<file path="config.mk">
export PLATFORM = sky130hd
export DESIGN_NAME = seg_mux_display_gen
export DESIGN_NICKNAME = d
export VERILOG_FILES = /design/src/rtl/seg_mux_display_gen.sv
export SDC_FILE = /design/constraint.sdc
export NUM_CORES = 1
export LEC_CHECK = 0
export CAP_MARGIN = 40
export CORE_ASPECT_RATIO = 1.25
export CORE_UTILIZATION = 40
export CTS_BUF_LIST = sky130_fd_sc_hd__clkbuf_4 sky130_fd_sc_hd__clkbuf_8 sky130_fd_sc_hd__clkbuf_16
export DETAILED_ROUTE_END_ITERATION = 10
export PLACE_DENSITY = 0.65
export SLEW_MARGIN = 40
export SYNTH_ARGS = -nofsm -noshare
export SYNTH_HDL_FRONTEND = slang
export SYNTH_SLANG_ARGS = --single-unit
</file>
<file path="constraint.sdc">
create_clock -name clk -period 3.45 [get_ports clk]
set_clock_uncertainty 0.15 [all_clocks]
set_input_delay 0.345 -clock clk [delete_from_list [all_inputs] [get_ports clk]]
set_output_delay 0.345 -clock clk [all_outputs]
set_load 0.01 [all_outputs]
</file>
<file path="src/rtl/seg_mux_display_gen.sv">
// Multiplexed common-anode 7-segment driver: captures binary two-digit fields,
// converts them to BCD by repeated subtraction, then scans the committed digits.
module seg_mux_display_gen #(
    parameter int NUM_FIELDS  = 2,
    parameter int REFRESH_DIV = 50000,
    parameter int BLINK_DIV   = 250,
    localparam int NUM_DIGITS = 2 * NUM_FIELDS
) (
    input  logic                    clk,
    input  logic                    rst_n,
    input  logic                    load,
    input  logic [7*NUM_FIELDS-1:0] fields,
    output logic                    busy,
    input  logic [NUM_FIELDS-1:0]   blink_mask,
    input  logic [NUM_DIGITS-1:0]   dp_mask,
    input  logic                    lz_blank,
    output logic [6:0]              seg,
    output logic                    dp,
    output logic [NUM_DIGITS-1:0]   an
);

    localparam int IDX_W  = (NUM_FIELDS > 1) ? $clog2(NUM_FIELDS) : 1;
    localparam int PTR_W  = $clog2(NUM_DIGITS);
    localparam int CNT_W  = $clog2(REFRESH_DIV);
    localparam int SLOT_W = (BLINK_DIV > 1) ? $clog2(BLINK_DIV) : 1;

    localparam logic [3:0] CODE_DASH  = 4'hE;
    localparam logic [3:0] CODE_BLANK = 4'hF;

    typedef enum logic [1:0] {
        IDLE,
        CONV,
        COMMIT
    } state_t;

    state_t state;
    state_t state_next;

    logic [NUM_FIELDS-1:0][6:0] snap;
    logic [IDX_W-1:0]           idx;
    logic [6:0]                 rem;
    logic [3:0]                 tens;
    logic [NUM_DIGITS-1:0][3:0] shadow;
    logic [NUM_DIGITS-1:0][3:0] disp;

    logic       capture;
    logic       subtract;
    logic       store;
    logic       commit;
    logic       last_field;
    logic [6:0] cur_val;
    logic [3:0] store_hi;
    logic [3:0] store_lo;

    assign busy       = (state != IDLE);
    assign cur_val    = snap[idx];
    assign last_field = (idx == IDX_W'(NUM_FIELDS - 1));

    always_ff @(posedge clk or negedge rst_n) begin
        if (!rst_n) begin
            state <= IDLE;
        end else begin
            state <= state_next;
        end
    end

    // Out-of-range values are checked first so they never enter the subtract loop.
    always_comb begin
        state_next = state;
        capture    = 1'b0;
        subtract   = 1'b0;
        store      = 1'b0;
        commit     = 1'b0;
        store_hi   = tens;
        store_lo   = rem[3:0];
        case (state)
            IDLE: begin
                if (load) begin
                    capture    = 1'b1;
                    state_next = CONV;
                end
            end
            CONV: begin
                if (cur_val > 7'd99) begin
                    store    = 1'b1;
                    store_hi = CODE_DASH;
                    store_lo = CODE_DASH;
                end else if (rem >= 7'd10) begin
                    subtract = 1'b1;
                end else begin
                    store = 1'b1;
                end
                if (store && last_field) begin
                    state_next = COMMIT;
                end
            end
            COMMIT: begin
                commit     = 1'b1;
                state_next = IDLE;
            end
            default: begin
                state_next = IDLE;
            end
        endcase
    end

    always_ff @(posedge clk or negedge rst_n) begin
        if (!rst_n) begin
            snap   <= '0;
            idx    <= '0;
            rem    <= '0;
            tens   <= '0;
            shadow <= {NUM_DIGITS{CODE_BLANK}};
            disp   <= {NUM_DIGITS{CODE_BLANK}};
        end else begin
            if (capture) begin
                snap <= fields;
                idx  <= '0;
                rem  <= fields[6:0];
                tens <= '0;
            end
            if (subtract) begin
                rem  <= rem - 7'd10;
                tens <= tens + 4'd1;
            end
            if (store) begin
                shadow[{idx, 1'b1}] <= store_hi;
                shadow[{idx, 1'b0}] <= store_lo;
                if (!last_field) begin
                    idx  <= idx + IDX_W'(1);
                    rem  <= snap[idx + IDX_W'(1)];
                    tens <= '0;
                end
            end
            if (commit) begin
                disp <= shadow;
            end
        end
    end

    logic [CNT_W-1:0]      presc;
    logic                  tick;
    logic [PTR_W-1:0]      ptr;
    logic [PTR_W-1:0]      ptr_next;
    logic [SLOT_W-1:0]     slot;
    logic                  slot_wrap;
    logic                  blink_phase;
    logic                  phase_next;
    logic [IDX_W-1:0]      field_sel;
    logic [3:0]            code;
    logic [6:0]            digit_seg;
    logic                  blinked;
    logic [6:0]            seg_next;
    logic                  dp_next;
    logic [NUM_DIGITS-1:0] an_next;

    assign tick       = (presc == CNT_W'(REFRESH_DIV - 1));
    assign ptr_next   = (ptr == PTR_W'(NUM_DIGITS - 1)) ? '0 : ptr + PTR_W'(1);
    assign slot_wrap  = (slot == SLOT_W'(BLINK_DIV - 1));
    assign phase_next = slot_wrap ? ~blink_phase : blink_phase;
    assign field_sel  = IDX_W'(ptr_next >> 1);

    // Everything is computed for the digit about to be selected, using the blink
    // phase that will hold while that digit is lit.
    always_comb begin
        code      = disp[ptr_next];
        digit_seg = 7'h7F;
        case (code)
            4'd0:      digit_seg = 7'b0000001;
            4'd1:      digit_seg = 7'b1001111;
            4'd2:      digit_seg = 7'b0010010;
            4'd3:      digit_seg = 7'b0000110;
            4'd4:      digit_seg = 7'b1001100;
            4'd5:      digit_seg = 7'b0100100;
            4'd6:      digit_seg = 7'b0100000;
            4'd7:      digit_seg = 7'b0001111;
            4'd8:      digit_seg = 7'b0000000;
            4'd9:      digit_seg = 7'b0000100;
            CODE_DASH: digit_seg = 7'b1111110;
            default:   digit_seg = 7'h7F;
        endcase
        if (lz_blank && ptr_next[0] && (code == 4'd0)) begin
            digit_seg = 7'h7F;
        end
        blinked  = phase_next && blink_mask[field_sel];
        seg_next = blinked ? 7'h7F : digit_seg;
        dp_next  = blinked ? 1'b1 : ~dp_mask[ptr_next];
        an_next  = ~(NUM_DIGITS'(1) << ptr_next);
    end

    always_ff @(posedge clk or negedge rst_n) begin
        if (!rst_n) begin
            presc       <= '0;
            ptr         <= PTR_W'(NUM_DIGITS - 1);
            slot        <= '0;
            blink_phase <= 1'b0;
            seg         <= 7'h7F;
            dp          <= 1'b1;
            an          <= '1;
        end else begin
            if (tick) begin
                presc       <= '0;
                ptr         <= ptr_next;
                slot        <= slot_wrap ? '0 : slot + SLOT_W'(1);
                blink_phase <= phase_next;
                seg         <= seg_next;
                dp          <= dp_next;
                an          <= an_next;
            end else begin
                presc <= presc + CNT_W'(1);
            end
        end
    end

endmodule

</file>
Yosys cells after proc, flatten, opt, wreduce, memory -nomap -nowiden

Memory sizes are Yosys's and may differ from the RTL's.
Index checks and enable logic that the tools add are counted.

Input port bits: 24
Logic and storage cells: 110
Register bits: 99
Memory bits (read-only): 112
Output and inout port bits: 13
Memories: 1

Mux-type cells: 51
Reduce and logical (&&, ||, !) cells: 10
Eq/ne operators: 7
Order comparisons: 10
Add/subtract/negate cells: 6
Bitwise gates (word level): 3
Shifts and indexed selects: 1

Memory list:

| name             | depth | width | rd ports | clocked after memory_dff | wr ports | line | source |
|---|---|---|---|---|---|---|---|
| (name not given) | 16    | 7     | 1        | 0                        | 0        | 168  | `case (code)` |

Operators with widths:

| operator                                                          | number |
|---|---|
| 2-to-1 mux 7 bit                                                  | 10 |
| 2-to-1 mux 4 bit                                                  | 11 |
| bitwise mux 16 bit                                                | 2 |
| 2-to-1 mux 1 bit                                                  | 18 |
| adder 16 x 1 -> 16 bit, second input constant                     | 1 |
| equality test 16 bit, second input constant                       | 1 |
| 2-to-1 mux 16 bit                                                 | 1 |
| < comparator 2 x 3 -> 1 bit, second input constant                | 3 |
| adder 8 x 1 -> 8 bit, second input constant                       | 1 |
| binary-select mux 4 bit (select 2 bit)                            | 1 |
| demux 4 bit (select 1 bit)                                        | 2 |
| equality test 8 bit, second input constant                        | 1 |
| 2-to-1 mux 8 bit                                                  | 1 |
| greater-or-equal comparator 7 x 4 -> 1 bit, second input constant | 1 |
| greater-than comparator 7 bit, second input constant              | 1 |
| subtractor 7 x 4 -> 7 bit, second input constant                  | 1 |
| logical AND 1 bit                                                 | 6 |
| < comparator 1 x 2 -> 1 bit, second input constant                | 3 |
| 2-to-1 mux 2 bit                                                  | 3 |
| adder 4 x 1 -> 4 bit, second input constant                       | 1 |
| equality test 2 bit, second input constant                        | 2 |
| greater-or-equal comparator 2 x 1 -> 1 bit, second input constant | 2 |
| zero test 4 bit                                                   | 1 |
| != test 2 bit, second input constant                              | 2 |
| other kinds (11)                                                  | 12 |

Longest topological paths before layout

Gate-level depths: netlist (run 1).

Depth in word-level cells: 8
Gate-level depth with buffers: 10
Mapped depth without buffers: 9

Least setup slack after synthesis (run 1)

OpenSTA, ideal clock, no wires.

Path type: reg2reg
Start: register ptr[0]
End: register seg[1]
Stages on the path, launching flop included: 11
Slack: 0.686 ns
Path buffers: 1
Library setup time: 0.061 ns
Period minus slack after synthesis: 2.764 ns
Data arrival time: 2.554 ns
Data required time: 3.239 ns
Cell sequence: dfstp_2 inv_1 ha_1 buf_2 mux4_2 inv_1 ha_1 nand4_1 nor2b_1 o211ai_2 o22a_1

Word-level cells in the longest chain between the ends: 8
Elaborated cells between the ends (all ways): 14
Classes of those cells: add/sub (1); eq/ne (1); mux (7); reduce/logical (4); memory (1)

Ends and longest elaborated chain:

| element                                                                     | line | source |
|---|---|---|
| start: declaration                                                          | 143  | `logic [PTR_W-1:0] ptr;` |
| start signal: assignment                                                    | 194  | `ptr <= PTR_W'(NUM_DIGITS - 1);` |
| start signal: assignment                                                    | 203  | `ptr <= ptr_next;` |
| adder 2 x 1 -> 2 bit / equality test 2 bit (equally long branches)          | 158  | `assign ptr_next = (ptr == PTR_W'(NUM_DIGITS - 1)) ? '0 : ptr + PTR_W'(1);` |
| 2-to-1 mux 2 bit (*)                                                        | 158  |  |
| named net ptr_next[1]                                                       | 144  | `logic [PTR_W-1:0] ptr_next;` |
| parallel branches: the longest is 5 deep, another holds memory (16 x 7 bit) | --   |  |
| 2-to-1 mux 7 bit (*)                                                        | 186  | `seg_next = blinked ? 7'h7F : digit_seg;` |
| end signal: assignment                                                      | 206  | `seg <= seg_next;` |
| end: declaration                                                            | 17   | `output logic [6:0] seg,` |

Mark *: on every way through the listed nets, which the timed path passes. The select of a mux whose other input is x is not followed.
A chain may end at the register's enable or synchronous reset.

Final worst setup path (run 1)

Start: register ptr[0]
End: register seg[4]

Same word-level chain as after synthesis.

==> metrics.csv, run 1 <==
metric;value;unit
achievable frequency;0.353;GHz
number of max-cap violations;0;
Syn. warnings;0;
net load switching power;1.22;mW
power share of the sequential group;45.3;%
wire length of the first global-routing pass;16.5;mm
element type at the critical path start;flip-flop;
Rel. slew slack;56.8;%
HPWL after DPL;6.78;mm
clock sinks;97;
Synth top area share;27.0;%
Seq cells post-synth;97;
routed vias;3384;
clock slew at the register clock pins of the worst setup and hold paths;0.07;ns
largest area contributor in the netlist;dfrtp_1;
vias in the first global route;3497;
Post-Synthesis Net Count;499;
CP max FO;5;
internal power contribution;2.70;mW
critical path class;flip-flop to flip-flop;
power per standard cell area;702;nW/µm²
count of nets after finishing;534;
Die W;99.2;µm
Distinct cells, synth;51;
buffer cell driving the clock tree root;clkbuf_16;
fraction of power consumed by the clock network;27.7;%
number of antenna violations at the first check in global routing;0;
routed length per instance;14.7;µm
row count;44;
post-detailed-route count of antenna-violating nets;0;
total length of routed wires;9.40;mm
Leakage;2.35;nW
gr ovfl total;0;
vertical extent of the die;124;µm
number of port buffers;36;
Clock H-tree levels;3;
final weighted congestion of routability-driven global placement;0.821;
detailed-router iteration count before antenna repair;5;
endpoint kind of the worst setup timing path;flip-flop;
cell area after synthesis;4720;µm²
number of DRC violations after detailed-routing iteration 0;135;
post-route total power;3.92;mW
status;complete, no violations;
sw frac;31.1;%
ranking of synthesized cells by area;dfrtp_1, dfstp_2, nand2_1, mux2_2, ha_1;
placeable core region;11600;µm²
share of layout cells above drive strength 1;20.4;%
post-CTS resize count;0;
number of hold-repair buffers added at the cts stage;1;
total die area;12300;µm²
FFs w/ async S/R, synth;100;%
total of endpoints with negative setup slack in the final report;0;
post-synthesis sequential area ratio;52.6;%
Synth Instances;460;
RSZ-0062 raised after global routing;false;
peak ir drop on the vdd network;0.377;mV
clock latency of the later-clocked register in the worst-skew pair;0.34;ns
period utilization;82.0;%
time the worst path needs with I/O delays and setup;2.83;ns
synthesis-to-layout area growth;18.2;%
clock tree buffer depth;2;
detailed-route vias per instance;5.30;
arrival time reported for the critical path endpoint;2.95;ns
num ports;37;
number of enable flip-flop cells after synthesis;0;
pin count of the biggest net entering global routing;61;
Logic pwr share;27.0;%
Total GRT Usage;17.0;%
DRC;0;
mean area per synthesized cell;10.3;µm²
hold violation total from the final report;0;
Pins Over Slew Limit;0;
top flip-flop cell by instance count after synthesis;dfrtp_1;
antenna cells;0;
post-CTS setup buffer count;0;
Total Neg Setup Slack;0;ns
type of the most critical hold path;flip-flop to flip-flop;
clock tree from TritonCTS;done;
required time at the worst-slack endpoint;3.58;ns
number of buffers added by the clock tree synthesis step;9;
effective utilization at floorplan;40.9;%
worst slew pin tran;0.649;ns
## Yosys cell counts (11+ instances only)
library cell  number
o21ai_0           34
ha_1              15
dfrtp_1           51
inv_1             14
nand2_1           86
mux2_2            17
xnor2_1           12
nand3_1           11
clkbuf_1          17
nor2_1            38
dfstp_2           46
## worst max-delay path, stage by stage, from the launching register on
cell      delay (ns)
dfstp_2         0.57
inv_1           0.08
ha_1            0.36
mux4_2          0.59
inv_1           0.13
ha_1            0.17
nand4_1         0.10
nor2b_1         0.17
o211ai_2        0.25
o22a_1          0.19
## placed cells by master (no fill, tap or decap), types with 8 or more instances in the layout
master,Yosys,final
a21oi_1,8,8
buf_4,0,9
clkbuf_16,0,9
clkdlybuf4s50_1,0,35
dfrtp_1,51,51
dfstp_2,46,46
ha_1,15,15
inv_1,14,14
mux2_2,17,17
nand2_1,86,86
nand3_1,11,11
nand4_1,8,8
nor2_1,38,38
o21ai_0,34,33
xnor2_1,12,12
## flip-flops by register name, summed over array words and instances, names as in the netlist
signal and count:
disp 16, presc 16, shadow 16, snap 12, slot 8, rem 7, seg 7, an 4
tens 4, ptr 2, state 2, blink_phase 1, dp 1, idx 1
## stage by stage
step | utilization [%] | instance area [µm²] | worst slack, ns | cells | hold WS, ns
after global placement | 45.4 | 5250 | 0.699 | 621 | 0.191
after detailed placement | 45.4 | 5250 | 0.618 | 621 | 0.196
after global routing | 48.3 | 5590 | 0.403 | 638 | 0.345
after CTS | 48.3 | 5590 | 0.599 | 638 | 0.316
final | 48.3 | 5590 | 0.621 | 638 | 0.311
after floorplan | - | 4720 | 0.686 | 460 | -0.101
## final timing paths
kind,start,to,slack [ns],cells after the start
worst max-delay path,ptr[0]$_DFFE_PN1N_,seg[4]$_DFFE_PN1N_,0.62,9
worst min-delay path,presc[0]$_DFF_PN0_,presc[0]$_DFF_PN0_,0.31,1
worst max register to register,ptr[0]$_DFFE_PN1N_,seg[4]$_DFFE_PN1N_,0.62,9
worst min register to register,presc[0]$_DFF_PN0_,presc[0]$_DFF_PN0_,0.31,1
max in group asynchronous,rst_n,disp[1]$_DFFE_PN1N_,2.04,3
min in group asynchronous,rst_n,slot[3]$_DFFE_PN0N_,0.37,2
## routing by layer
| layer | up-vias | track usage [%] | share of wire (%) |
|---|---|---|---|
| li1 | 1669 | - | - |
| met1 | 1651 | 20.7 | 45 |
| met2 | 55 | 30.2 | 51 |
| met3 | 9 | 3.56 | 3.1 |
| met4 | 0 | 5.06 | 1.1 |
| met5 | - | 0 | 0 |
## area by class of cell
cell class | count | area (µm²)
Clock buffer | 12 | 254
Tap cell | 138 | 173
Timing Repair Buffer | 46 | 448
Inverter | 14 | 52.6
Multi-Input combinational cell | 327 | 2100
Fill cell | 1075 | 5970
Sequential cell | 97 | 2480
Clock inverter | 4 | 76.3
## power by group through the flow
stage / Sequential, mW / Clock (mW) / Combinational [mW]
after detailed placement: 1.79 / 0 / 1.07
after global routing: 1.82 / 1.16 / 1.21
after global placement: 1.78 / 0 / 1.03
final: 1.78 / 1.08 / 1.06
after CTS: 1.78 / 1.12 / 1.07
after floorplan: 1.70 / 0 / 0.847
## logic make-up (layout without fill, tap and decap cells)
| group | Yosys count | in the layout | synth area share, % |
|---|---|---|---|
| simple gates | 189 | 189 | 18.8 |
| mux | 27 | 27 | 7.49 |
| buf+inv | 36 | 76 | 2.99 |
| xor+xnor | 17 | 17 | 3.15 |
| fa+ha+maj | 15 | 15 | 3.97 |
| compound gates | 79 | 79 | 11.0 |
| flops | 97 | 97 | 52.6 |
(Power assumes the default switching activity.)
==> inputs of run 2 (changes only) <==
Settings changed: PLACE_DENSITY 0.65 to 0.68.
Clock period 3.45 ns to 2.3 ns, I/O delays scaled along.
==> metrics.csv, run 2 (synthesis results as in run 1) <==
metric;value;unit
status;finished with violations;
violations in the final reports;negative setup slack;
area post-placement;5490;µm²
DRC;0;
number of buffers added by the clock tree synthesis step;9;
pin count of the biggest net entering global routing;61;
registers with the highest flip-flop counts;disp (16), presc (16), shadow (16);
num ports;37;
endpoint kind of the worst setup timing path;flip-flop;
Die W;99.2;µm
total instance count after detailed placement;647;
Buffers & Inverters on Critical Path;2;
delay-heaviest family, CP;flip-flops;
count of nets after finishing;567;
RSZ-0062 raised after global routing;true;
Total GRT Usage;17.0;%
peak ir drop on the vdd network;0.499;mV
Critical Path Max Stage Delay;0.54;ns
number of antenna violations at the first check in global routing;0;
detailed-route vias per instance;5.23;
total of endpoints with negative setup slack in the final report;7;
post-layout instance count excluding filler cells;671;
clock latency of the later-clocked register in the worst-skew pair;0.34;ns
Clock H-tree levels;3;
share of layout cells above drive strength 1;28.3;%
launching point of the worst reg2reg path;ptr[1]$_DFFE_PN1N_;
reg2reg setup slack;-0.23;ns
power per standard cell area;1030;nW/µm²
buffer cell driving the clock tree root;clkbuf_16;
element type at the critical path start;flip-flop;
number of port buffers;36;
time the worst path needs with I/O delays and setup;2.53;ns
routed length per instance;14.6;µm
number of DRC violations after detailed-routing iteration 0;77;
HPWL after DPL;7.01;mm
synthesis-to-layout area growth;24.8;%
worst flop-to-flop path endpoint;seg[3]$_DFFE_PN1N_;
commonest non-fill, non-tap cells in the layout;nand2_1, dfrtp_1, dfstp_2, buf_4, nor2_1;
Total Neg Setup Slack;-1.38;ns
clock tree buffer depth;2;
Pins Over Slew Limit;0;
detailed-router iteration count before antenna repair;4;
achievable frequency;0.395;GHz
total die area;12300;µm²
routed vias;3506;
wire length of the first global-routing pass;16.5;mm
row count;44;
vertical extent of the die;124;µm
cells on worst reg2reg path;9;
placeable core region;11600;µm²
clock tree from TritonCTS;done;
arrival time reported for the critical path endpoint;2.66;ns
CP max FO;5;
total length of routed wires;9.78;mm
required time at the worst-slack endpoint;2.43;ns
Rel. slew slack;66.7;%
gr ovfl total;0;
cell area after layout;5900;µm²
critical path class;flip-flop to flip-flop;
vias in the first global route;3546;
number of max-cap violations;0;
setup ws final;-0.229;ns
hold violation total from the final report;0;
antenna cells;0;
Leakage;2.53;nW
Critical Path Slowest Stage Cell;dfstp_2;
period utilization;110;%
clock sinks;97;
clock slew at the register clock pins of the worst setup and hold paths;0.06;ns
post-detailed-route count of antenna-violating nets;0;
most common library cell in the layout ignoring fill and taps;nand2_1;
final weighted congestion of routability-driven global placement;0.808;
type of the most critical hold path;primary input to async pin;
worst-path cell chain;inv_2, ha_4, mux4_2, inv_2, ha_4, nand4_1, nor2b_4, o211ai_4, o22a_1;
Filler Cells Inserted;1020;
worst slew pin tran;0.499;ns
effective utilization at floorplan;40.9;%
[run 2: worst max path at each step]
stage	start	to	slack, ns	depth (start not counted)
2_1_floorplan	ptr[0]$_DFFE_PN1N_	seg[1]$_DFFE_PN1N_	-0.31	10
3_3_place_gp	ptr[1]$_DFFE_PN1N_	seg[1]$_DFFE_PN1N_	-0.17	9
3_5_place_dp	ptr[1]$_DFFE_PN1N_	seg[3]$_DFFE_PN1N_	-0.22	9
4_1_cts	ptr[0]$_DFFE_PN1N_	seg[3]$_DFFE_PN1N_	-0.22	9
5_1_grt	ptr[0]$_DFFE_PN1N_	seg[3]$_DFFE_PN1N_	-0.31	9
6_report	ptr[1]$_DFFE_PN1N_	seg[3]$_DFFE_PN1N_	-0.23	9
[run 2: timing repair]
| item | in CTS | in global routing |
|---|---|---|
| endpoints found under the setup margin | 7 | 9 |
| pin swaps | 4 | 10 |
| hold buffers | 1 | 0 |
| endpoints found under the hold margin | 26 | 0 |
| resized for setup | 2 | 10 |
| setup buffers | 4 | 3 |
[run 2: stage by stage]
stage	utilization [%]	hold slack [ns]	power (mW)	worst slack, ns
floorplan	-	-0.216	3.83	-0.311
global placement	47.5	0.0745	4.45	-0.168
detailed placement	47.5	0.0878	4.55	-0.225
CTS	50.5	0.256	6.03	-0.220
global route	51.0	0.263	6.50	-0.306
finish	51.0	0.249	6.07	-0.229
[run 2: metal layers]
metal	part of all wire [%]	global-route usage (%)
met1	44	20.7
met2	51	29.6
met3	3.0	3.39
met4	2.1	7.08
met5	0	0
[run 2: area by class of cell]
type	instances	area [µm²]	share of cell area, %
clock buffer	15	277	4.69
clock inverter	1	5.00	0.0849
inverter	14	52.6	0.891
multi-input combinational	327	2190	37.1
sequential	97	2480	42.1
tap	138	173	2.93
timing repair buffer	79	721	12.2
[run 2: where the power goes]
part           internal (mW)  switching, mW  total [mW]  leakage, nW
Sequential              2.31          0.335        2.65         1.13
Clock                  0.823          0.602        1.42        0.145
Combinational           1.01          0.990        2.00         1.25
